## config.mk

```make
export PLATFORM = sky130hd
export DESIGN_NAME = uart_fifo
export DESIGN_NICKNAME = d
export VERILOG_FILES = /design/src/rtl/uart_fifo.sv
export SDC_FILE = /design/constraint.sdc
export NUM_CORES = 1
export LEC_CHECK = 0
export CORE_MARGIN = 2
export CORE_UTILIZATION = 55
export DETAILED_ROUTE_END_ITERATION = 10
export GPL_TIMING_DRIVEN = 0
export PLACE_DENSITY = 0.79
export SLEW_MARGIN = 0
export SYNTH_ARGS = -nofsm -noshare
export SYNTH_HDL_FRONTEND = slang
export SYNTH_SLANG_ARGS = --single-unit
```

## constraint.sdc

```tcl
create_clock -name clk -period 14.6 [get_ports clk]
set_input_delay 2.92 -clock clk [delete_from_list [all_inputs] [get_ports clk]]
set_output_delay 2.92 -clock clk [all_outputs]
set_load 0.02 [all_outputs]
```

## src/rtl/uart_fifo.sv

```systemverilog
// uart_fifo: Wishbone UART with TX/RX FIFOs,
// 16x oversampled majority-vote RX, parity, 1/2 stop.
module uart_fifo_buf #(
    parameter int DEPTH = 16
) (
    input  logic                    clk,
    input  logic                    rst_n,
    input  logic                    clr,
    input  logic                    push,
    input  logic                    pop,
    input  logic [7:0]              din,
    output logic [7:0]              dout,
    output logic [$clog2(DEPTH):0]  cnt,
    output logic                    full,
    output logic                    empty
);
    localparam int AW = $clog2(DEPTH);
    localparam logic [AW:0] FULL_CNT = DEPTH[AW:0];

    logic [7:0]    mem [DEPTH];
    logic [AW-1:0] wp;
    logic [AW-1:0] rp;
    logic          do_push;
    logic          do_pop;

    assign full    = cnt == FULL_CNT;
    assign empty   = cnt == '0;
    assign do_push = push && !full;
    assign do_pop  = pop && !empty;
    assign dout    = mem[rp];

    // storage array, written on accepted pushes
    always_ff @(posedge clk)
        if (do_push && !clr)
            mem[wp] <= din;

    // wrap-around pointers and occupancy count
    always_ff @(posedge clk or negedge rst_n) begin
        if (!rst_n) begin
            wp  <= '0;
            rp  <= '0;
            cnt <= '0;
        end else if (clr) begin
            wp  <= '0;
            rp  <= '0;
            cnt <= '0;
        end else begin
            if (do_push) wp <= wp + 1'b1;
            if (do_pop)  rp <= rp + 1'b1;
            case ({do_push, do_pop})
                2'b10:   cnt <= cnt + 1'b1;
                2'b01:   cnt <= cnt - 1'b1;
                default: cnt <= cnt;
            endcase
        end
    end
endmodule

module uart_fifo #(
    parameter int ADDR_WIDTH   = 8,
    parameter int CLK_FREQ     = 50_000_000,
    parameter int DEFAULT_BAUD = 115200,
    parameter int FIFO_DEPTH   = 16
) (
    input  logic                  clk,
    input  logic                  rst_n,
    input  logic [ADDR_WIDTH-1:0] wb_addr,
    input  logic [31:0]           wb_dat_i,
    output logic [31:0]           wb_dat_o,
    input  logic                  wb_we,
    input  logic [3:0]            wb_sel,
    input  logic                  wb_stb,
    output logic                  wb_ack,
    input  logic                  uart_rx,
    output logic                  uart_tx,
    output logic                  irq
);
    localparam int CW = $clog2(FIFO_DEPTH) + 1;
    localparam logic [15:0] DIV_RST =
        16'(CLK_FREQ / (16 * DEFAULT_BAUD));

    typedef enum logic [2:0] {
        S_IDLE, S_START, S_DATA, S_PAR, S_STOP
    } st_t;

    logic          acc, wr, rd;
    logic [5:0]    idx;
    logic          wr_data, wr_stat, wr_ctrl, wr_baud, rd_data;
    logic [6:0]    ctrl;
    logic [15:0]   baud_div, bcnt, div_m1;
    logic          tick;
    logic          rx_ovr, frm_err, par_err, tx_ovf;
    logic [31:0]   rdata;
    logic          unused_ok;

    assign acc     = wb_stb && !wb_ack;
    assign wr      = acc && wb_we;
    assign rd      = acc && !wb_we;
    assign idx     = wb_addr[7:2];
    assign wr_data = wr && idx == 6'h0;
    assign wr_stat = wr && idx == 6'h1;
    assign wr_ctrl = wr && idx == 6'h2;
    assign wr_baud = wr && idx == 6'h3;
    assign rd_data = rd && idx == 6'h0;
    assign unused_ok = ^{wb_sel, wb_dat_i[31:16], wb_addr[1:0]};

    // FIFOs
    logic [7:0]    tx_dout, rx_dout;
    logic [CW-1:0] tx_cnt, rx_cnt;
    logic          tx_full, tx_empty, rx_full, rx_empty;
    logic          tx_pop, rx_push;
    logic [7:0]    rx_sh;

    uart_fifo_buf #(.DEPTH(FIFO_DEPTH)) u_txf (
        .clk(clk), .rst_n(rst_n),
        .clr(wr_ctrl && wb_dat_i[7]),
        .push(wr_data), .pop(tx_pop),
        .din(wb_dat_i[7:0]), .dout(tx_dout),
        .cnt(tx_cnt), .full(tx_full), .empty(tx_empty)
    );

    uart_fifo_buf #(.DEPTH(FIFO_DEPTH)) u_rxf (
        .clk(clk), .rst_n(rst_n),
        .clr(wr_ctrl && wb_dat_i[8]),
        .push(rx_push), .pop(rd_data),
        .din(rx_sh), .dout(rx_dout),
        .cnt(rx_cnt), .full(rx_full), .empty(rx_empty)
    );

    // oversample tick generator, restarted on divider writes
    assign div_m1 = (baud_div == 16'd0) ? 16'd0 : baud_div - 16'd1;
    assign tick   = bcnt == div_m1;
    always_ff @(posedge clk or negedge rst_n) begin
        if (!rst_n)               bcnt <= '0;
        else if (wr_baud || tick) bcnt <= '0;
        else                      bcnt <= bcnt + 16'd1;
    end

    // TX
    st_t        tx_st, tx_nx;
    logic [4:0] tx_tk;
    logic [2:0] tx_bit;
    logic [7:0] tx_sh;
    logic       tx_par, tx_go, tx_bend, tx_send, tx_o, tx_idle;

    assign tx_go   = ctrl[1] && !tx_empty;
    assign tx_bend = tick && tx_tk == 5'd15;
    assign tx_send = tick && tx_tk == (ctrl[6] ? 5'd31 : 5'd15);
    assign tx_idle = tx_empty && tx_st == S_IDLE;

    // TX next-state and FIFO pop decision
    always_comb begin
        tx_nx  = tx_st;
        tx_pop = 1'b0;
        unique case (tx_st)
            S_IDLE: if (tx_go) begin
                tx_pop = 1'b1;
                tx_nx  = S_START;
            end
            S_START: if (tx_bend) tx_nx = S_DATA;
            S_DATA: if (tx_bend && tx_bit == 3'd7)
                tx_nx = ctrl[4] ? S_PAR : S_STOP;
            S_PAR: if (tx_bend) tx_nx = S_STOP;
            S_STOP: if (tx_send) begin
                if (tx_go) begin
                    tx_pop = 1'b1;
                    tx_nx  = S_START;
                end else begin
                    tx_nx = S_IDLE;
                end
            end
            default: tx_nx = S_IDLE;
        endcase
    end

    // TX state, tick counter and shifter
    always_ff @(posedge clk or negedge rst_n) begin
        if (!rst_n) begin
            tx_st  <= S_IDLE;
            tx_tk  <= '0;
            tx_bit <= '0;
            tx_sh  <= '0;
            tx_par <= 1'b0;
        end else begin
            tx_st <= tx_nx;
            if (tx_pop || tx_st == S_IDLE)
                tx_tk <= '0;
            else if (tick)
                tx_tk <= (tx_st != S_STOP && tx_tk == 5'd15) ?
                         5'd0 : tx_tk + 5'd1;
            if (tx_pop) begin
                tx_sh  <= tx_dout;
                tx_par <= ^tx_dout ^ ctrl[5];
                tx_bit <= '0;
            end else if (tx_st == S_DATA && tx_bend) begin
                tx_sh  <= tx_sh >> 1;
                tx_bit <= tx_bit + 3'd1;
            end
        end
    end

    // TX line level decoded from state
    always_comb begin
        tx_o = 1'b1;
        unique case (tx_st)
            S_START: tx_o = 1'b0;
            S_DATA:  tx_o = tx_sh[0];
            S_PAR:   tx_o = tx_par;
            default: tx_o = 1'b1;
        endcase
    end
    assign uart_tx = tx_o;

    // RX
    logic       rx_s1, rx_s2, rx_d;
    st_t        rx_st, rx_nx;
    logic [3:0] rx_tk;
    logic [2:0] rx_bit;
    logic [1:0] rx_smp;
    logic       rx_mid, rx_end, rx_maj, rx_pbit;
    logic       set_ovr, set_frm, set_par;

    // two-flop synchroniser plus one stage of edge history
    always_ff @(posedge clk or negedge rst_n) begin
        if (!rst_n) begin
            rx_s1 <= 1'b1;
            rx_s2 <= 1'b1;
            rx_d  <= 1'b1;
        end else begin
            rx_s1 <= uart_rx;
            rx_s2 <= rx_s1;
            rx_d  <= rx_s2;
        end
    end

    assign rx_mid  = tick && rx_tk == 4'd9;
    assign rx_end  = tick && rx_tk == 4'd15;
    assign rx_maj  = (rx_smp[0] & rx_smp[1]) |
                     (rx_smp[0] & rx_s2) |
                     (rx_smp[1] & rx_s2);
    assign rx_pbit = ^rx_sh ^ ctrl[5];

    // RX next-state, push and error decisions
    always_comb begin
        rx_nx   = rx_st;
        rx_push = 1'b0;
        set_ovr = 1'b0;
        set_frm = 1'b0;
        set_par = 1'b0;
        if (!ctrl[0]) begin
            rx_nx = S_IDLE;
        end else begin
            unique case (rx_st)
                S_IDLE: if (rx_d && !rx_s2) rx_nx = S_START;
                S_START:
                    if (rx_mid && rx_maj) rx_nx = S_IDLE;
                    else if (rx_end)      rx_nx = S_DATA;
                S_DATA: if (rx_end && rx_bit == 3'd7)
                    rx_nx = ctrl[4] ? S_PAR : S_STOP;
                S_PAR: begin
                    if (rx_mid && rx_maj != rx_pbit) set_par = 1'b1;
                    if (rx_end) rx_nx = S_STOP;
                end
                S_STOP: if (rx_mid) begin
                    rx_nx = S_IDLE;
                    if (!rx_maj)      set_frm = 1'b1;
                    else if (rx_full) set_ovr = 1'b1;
                    else              rx_push = 1'b1;
                end
                default: rx_nx = S_IDLE;
            endcase
        end
    end

    // RX state, tick counter, vote samples and shifter
    always_ff @(posedge clk or negedge rst_n) begin
        if (!rst_n) begin
            rx_st  <= S_IDLE;
            rx_tk  <= '0;
            rx_bit <= '0;
            rx_smp <= '0;
            rx_sh  <= '0;
        end else begin
            rx_st <= rx_nx;
            if (rx_st == S_IDLE) rx_tk <= '0;
            else if (tick)       rx_tk <= rx_tk + 4'd1;
            if (tick && rx_tk == 4'd7) rx_smp[0] <= rx_s2;
            if (tick && rx_tk == 4'd8) rx_smp[1] <= rx_s2;
            if (rx_st == S_DATA && rx_mid)
                rx_sh <= {rx_maj, rx_sh[7:1]};
            if (rx_st == S_IDLE)
                rx_bit <= '0;
            else if (rx_st == S_DATA && rx_end)
                rx_bit <= rx_bit + 3'd1;
        end
    end

    // control, divider and sticky W1C flags
    always_ff @(posedge clk or negedge rst_n) begin
        if (!rst_n) begin
            ctrl     <= 7'h03;
            baud_div <= DIV_RST;
            rx_ovr   <= 1'b0;
            frm_err  <= 1'b0;
            par_err  <= 1'b0;
            tx_ovf   <= 1'b0;
        end else begin
            if (wr_ctrl) ctrl <= wb_dat_i[6:0];
            if (wr_baud) baud_div <= wb_dat_i[15:0];
            rx_ovr  <= set_ovr |
                       (rx_ovr & ~(wr_stat & wb_dat_i[2]));
            frm_err <= set_frm |
                       (frm_err & ~(wr_stat & wb_dat_i[3]));
            par_err <= set_par |
                       (par_err & ~(wr_stat & wb_dat_i[4]));
            tx_ovf  <= (wr_data & tx_full) |
                       (tx_ovf & ~(wr_stat & wb_dat_i[7]));
        end
    end

    // register read mux
    always_comb begin
        rdata = '0;
        unique case (1'b1)
            idx == 6'h0: rdata = rx_empty ? 32'd0 : {24'd0, rx_dout};
            idx == 6'h1: rdata = {24'd0, tx_ovf, rx_full, tx_full,
                                  par_err, frm_err, rx_ovr,
                                  tx_idle, !rx_empty};
            idx == 6'h2: rdata = {25'd0, ctrl};
            idx == 6'h3: rdata = {16'd0, baud_div};
            idx == 6'h4: rdata = {16'd0, 8'(rx_cnt), 8'(tx_cnt)};
            default:     rdata = '0;
        endcase
    end

    // bus handshake, read data and interrupt registers
    always_ff @(posedge clk or negedge rst_n) begin
        if (!rst_n) begin
            wb_ack   <= 1'b0;
            wb_dat_o <= '0;
            irq      <= 1'b0;
        end else begin
            wb_ack <= wb_stb && !wb_ack;
            if (rd) wb_dat_o <= rdata;
            irq <= (ctrl[2] & !rx_empty) | (ctrl[3] & tx_idle);
        end
    end
endmodule

```

==> results.toml <==
[timing]
setup_tns_ns = 0
finalHoldViolCount = 0
worst_pin_slew_ns = 1.31
rsz0062_at_grt = "no"
post-route-min-period_ns = 6.78
setup_violations = 0
min_period_over_period = 0.464
fin_ws_ns = 7.82
max_freq_mhz = 147
skew_ns = 0.0218
drv_slew = 0
timing.slew.headroom = 0.121

[synth]
synth_edf_count = 256
ys_ff_latch = 386
avgSynthCellArea_um2 = 13.5
ys.flop_type = "edfxtp_1"
ys_seq_area_frac = 0.618
synth_area_leaders = "edfxtp_1, dfrtp_1, mux4_2"
yosys.area.top_type_share = 0.434
ys_async_sr_fraction = 0.337
syn_inst = 1308
yosysWarnings = 0
syn_area_um2 = 17700
synth_top_area_cell = "edfxtp_1"
synth_cell_types = 76

[drt]
drt_iter0_drc = 1225
dr.pass1.iters = 6
vias = 11300
avgViaCountPerCell = 6.11
drcViolationCount = 0
drtAntennaViolNets = 0
wl_per_cell_um = 22.2
drt_wl_total_um = 41000

[job]
cap_violations = 0

[worst_setup_path]
path_max_fanout = 8
critPathRequiredTime_ns = 15.05
start_kind = "input port"
worstPathArrival_ns = 7.23
critPathKind = "input port to register"
endpoint_kind = "register"

[final_layout]
diodes = 0
nFillCells = 2244
final_util = 0.636
multi_input_area_um2 = 6300
nets = 1490
post_layout_nonfiller_instances = 1845
drive_gt1_frac = 0.139
regArea_um2 = 11000
syn2layout_area_growth_pct = 13.5

[clocking]
clk_path_buf_depth = 3
ctsResizeCount = 0
clock-sinks = 386
path_clk_slew_ns = 0.06
cts.htree.levels = 2
ctsHoldBuffers = 0
root_buffer = "clkbuf_16"
cts_tree = "built"
clk_latency_ns = 0.53
cts_buffers = 38
cts_setup_buffers = 0

[grt]
grt_pass1_wl_um = 63400
grt_pass1_vias = 11200
grt_max_degree = 70
overflow = 0
grt_usage = 0.248
antenna_found_initial = 0

[placement]
place_inst = 1774
hpwl_um = 27800
place.gp.congestion = 0.901
dp_worst_setup_slack_ns = 7.40
numPortBuffers = 44

[floorplan]
coreArea_um2 = 31600
initial_core_util = 0.560
die_h_um = 184
fp-row-count = 65
num_io_pins = 84
die_w_um = 184
dieArea_um2 = 33700

[power]
p_comb_frac = 0.206
p_clk_frac = 0.360
switching_share = 0.279
intPower_mw = 2.05
p_per_area_nw_per_um2 = 141
power_mw = 2.85
p_leak_nw = 8.06
ir_worst_vdd_mv = 0.0884
p_switching_mw = 0.793
power_frac_seq = 0.434

[status]
status = "finished, final reports clean"

[min_path]
min_path_type = "register to register"
-- layout by cell type (no fill, tap or decap), types with 33 or more instances in the layout --
cell             instances
inv_1                   33
mux2_2                  36
mux2i_1                 54
dfrtp_1                121
edfxtp_1               256
clkbuf_1                60
nor2_1                  96
mux4_2                  49
nand2_1                 90
o21ai_0                 43
clkdlybuf4s50_1         43
xnor2_1                 36
a21oi_1                 38
clkbuf_16               39
-- area by class of cell --
cell class	instances	share of cell area
Buffer	93	0.0213
Clock buffer	50	0.0516
Clock inverter	20	0.0134
Inverter	34	0.00634
Multi-Input combinational cell	810	0.313
Sequential cell	386	0.544
Tap cell	402	0.0250
Timing Repair Buffer	50	0.0252
-- metrics by stage --
stage	area [um2]	hold slack, ns
after floorplan	17800	0.345
after detailed placement	18800	0.348
after global routing	20100	0.356
after global placement	18700	0.348
final	20100	0.351
after CTS	20100	0.353
-- power by group through the flow --
| stage | clock, mW | combinational, mW | sequential [mW] |
|---|---|---|---|
| 2_1_floorplan | 0 | 0.428 | 1.25 |
| 3_3_place_gp | 0 | 0.563 | 1.25 |
| 3_5_place_dp | 0 | 0.579 | 1.26 |
| 4_1_cts | 1.03 | 0.585 | 1.23 |
| 5_1_grt | 1.07 | 0.635 | 1.24 |
| 6_report | 1.02 | 0.587 | 1.23 |
-- registers in the layout, summed over array words and instances, names as in the netlist, 7 cells and up --
name       flops
tx_sh          8
u_txf.mem    128
u_rxf.mem    128
ctrl           7
bcnt          16
baud_div      16
wb_dat_o      16
rx_sh          8
-- worst paths after layout --
kind | to | cells after the start | startpoint | slack (ns)
setup / recovery | u_rxf.cnt[4]$_DFFE_PN0P_ | 15 | wb_addr[5] | 7.82
hold / removal | rx_s2$_DFF_PN1_ | 0 | rx_s1$_DFF_PN1_ | 0.35
setup reg to reg | u_rxf.cnt[4]$_DFFE_PN0P_ | 23 | baud_div[0]$_DFFE_PN1P_ | 8.90
hold reg to reg | rx_s2$_DFF_PN1_ | 0 | rx_s1$_DFF_PN1_ | 0.35
max in group asynchronous | rx_d$_DFF_PN1_ | 2 | rst_n | 11.40
min in group asynchronous | bcnt[12]$_DFF_PN0_ | 1 | rst_n | 2.40
-- cell families (layout without fill, tap and decap cells) --
family                   count (synthesis)  in the layout  synth area share
other                                    1             16          0.000212
buffers and inverters                  127            247            0.0313
flip-flops                             386            386             0.618
XOR/XNOR                                67             67            0.0347
AO/OA/AOI/OAI                          189            189            0.0727
adder cells (fa/ha/maj)                 29             29            0.0208
multiplexers                           139            139             0.116
AND/OR/NAND/NOR                        370            370             0.107
-- routing by layer --
metal	track usage	vias up	share of wire
met2	0.405	500	0.48
met5	0	-	0
li1	-	5099	-
met4	0.0765	0	0.029
met3	0.0440	73	0.077
met1	0.342	5605	0.42
-- worst max-delay path: stages --
cell and delay (ns):
clkdlybuf4s50_1 0.44, or4_1 0.61, clkbuf_1 0.21, nor4_1 0.86
nor2b_1 0.22, clkbuf_1 0.28, ha_1 0.29, inv_1 0.10
fa_1 0.40, inv_1 0.07, a21o_1 0.11, a21oi_1 0.08
xnor2_1 0.14, or3_1 0.33, a21oi_1 0.16
-- cells in the mapped netlist (all sizes together), types with 29 or more instances --
cell type,n
o21ai,46
mux4,49
edfxtp,256
mux2i,54
dfrtp,121
clkbuf,51
nor2,97
xor2,29
a21oi,38
buf,42
nand2,90
mux2,36
nand3,30
inv,33
xnor2,36
(Power assumes the default switching activity.)
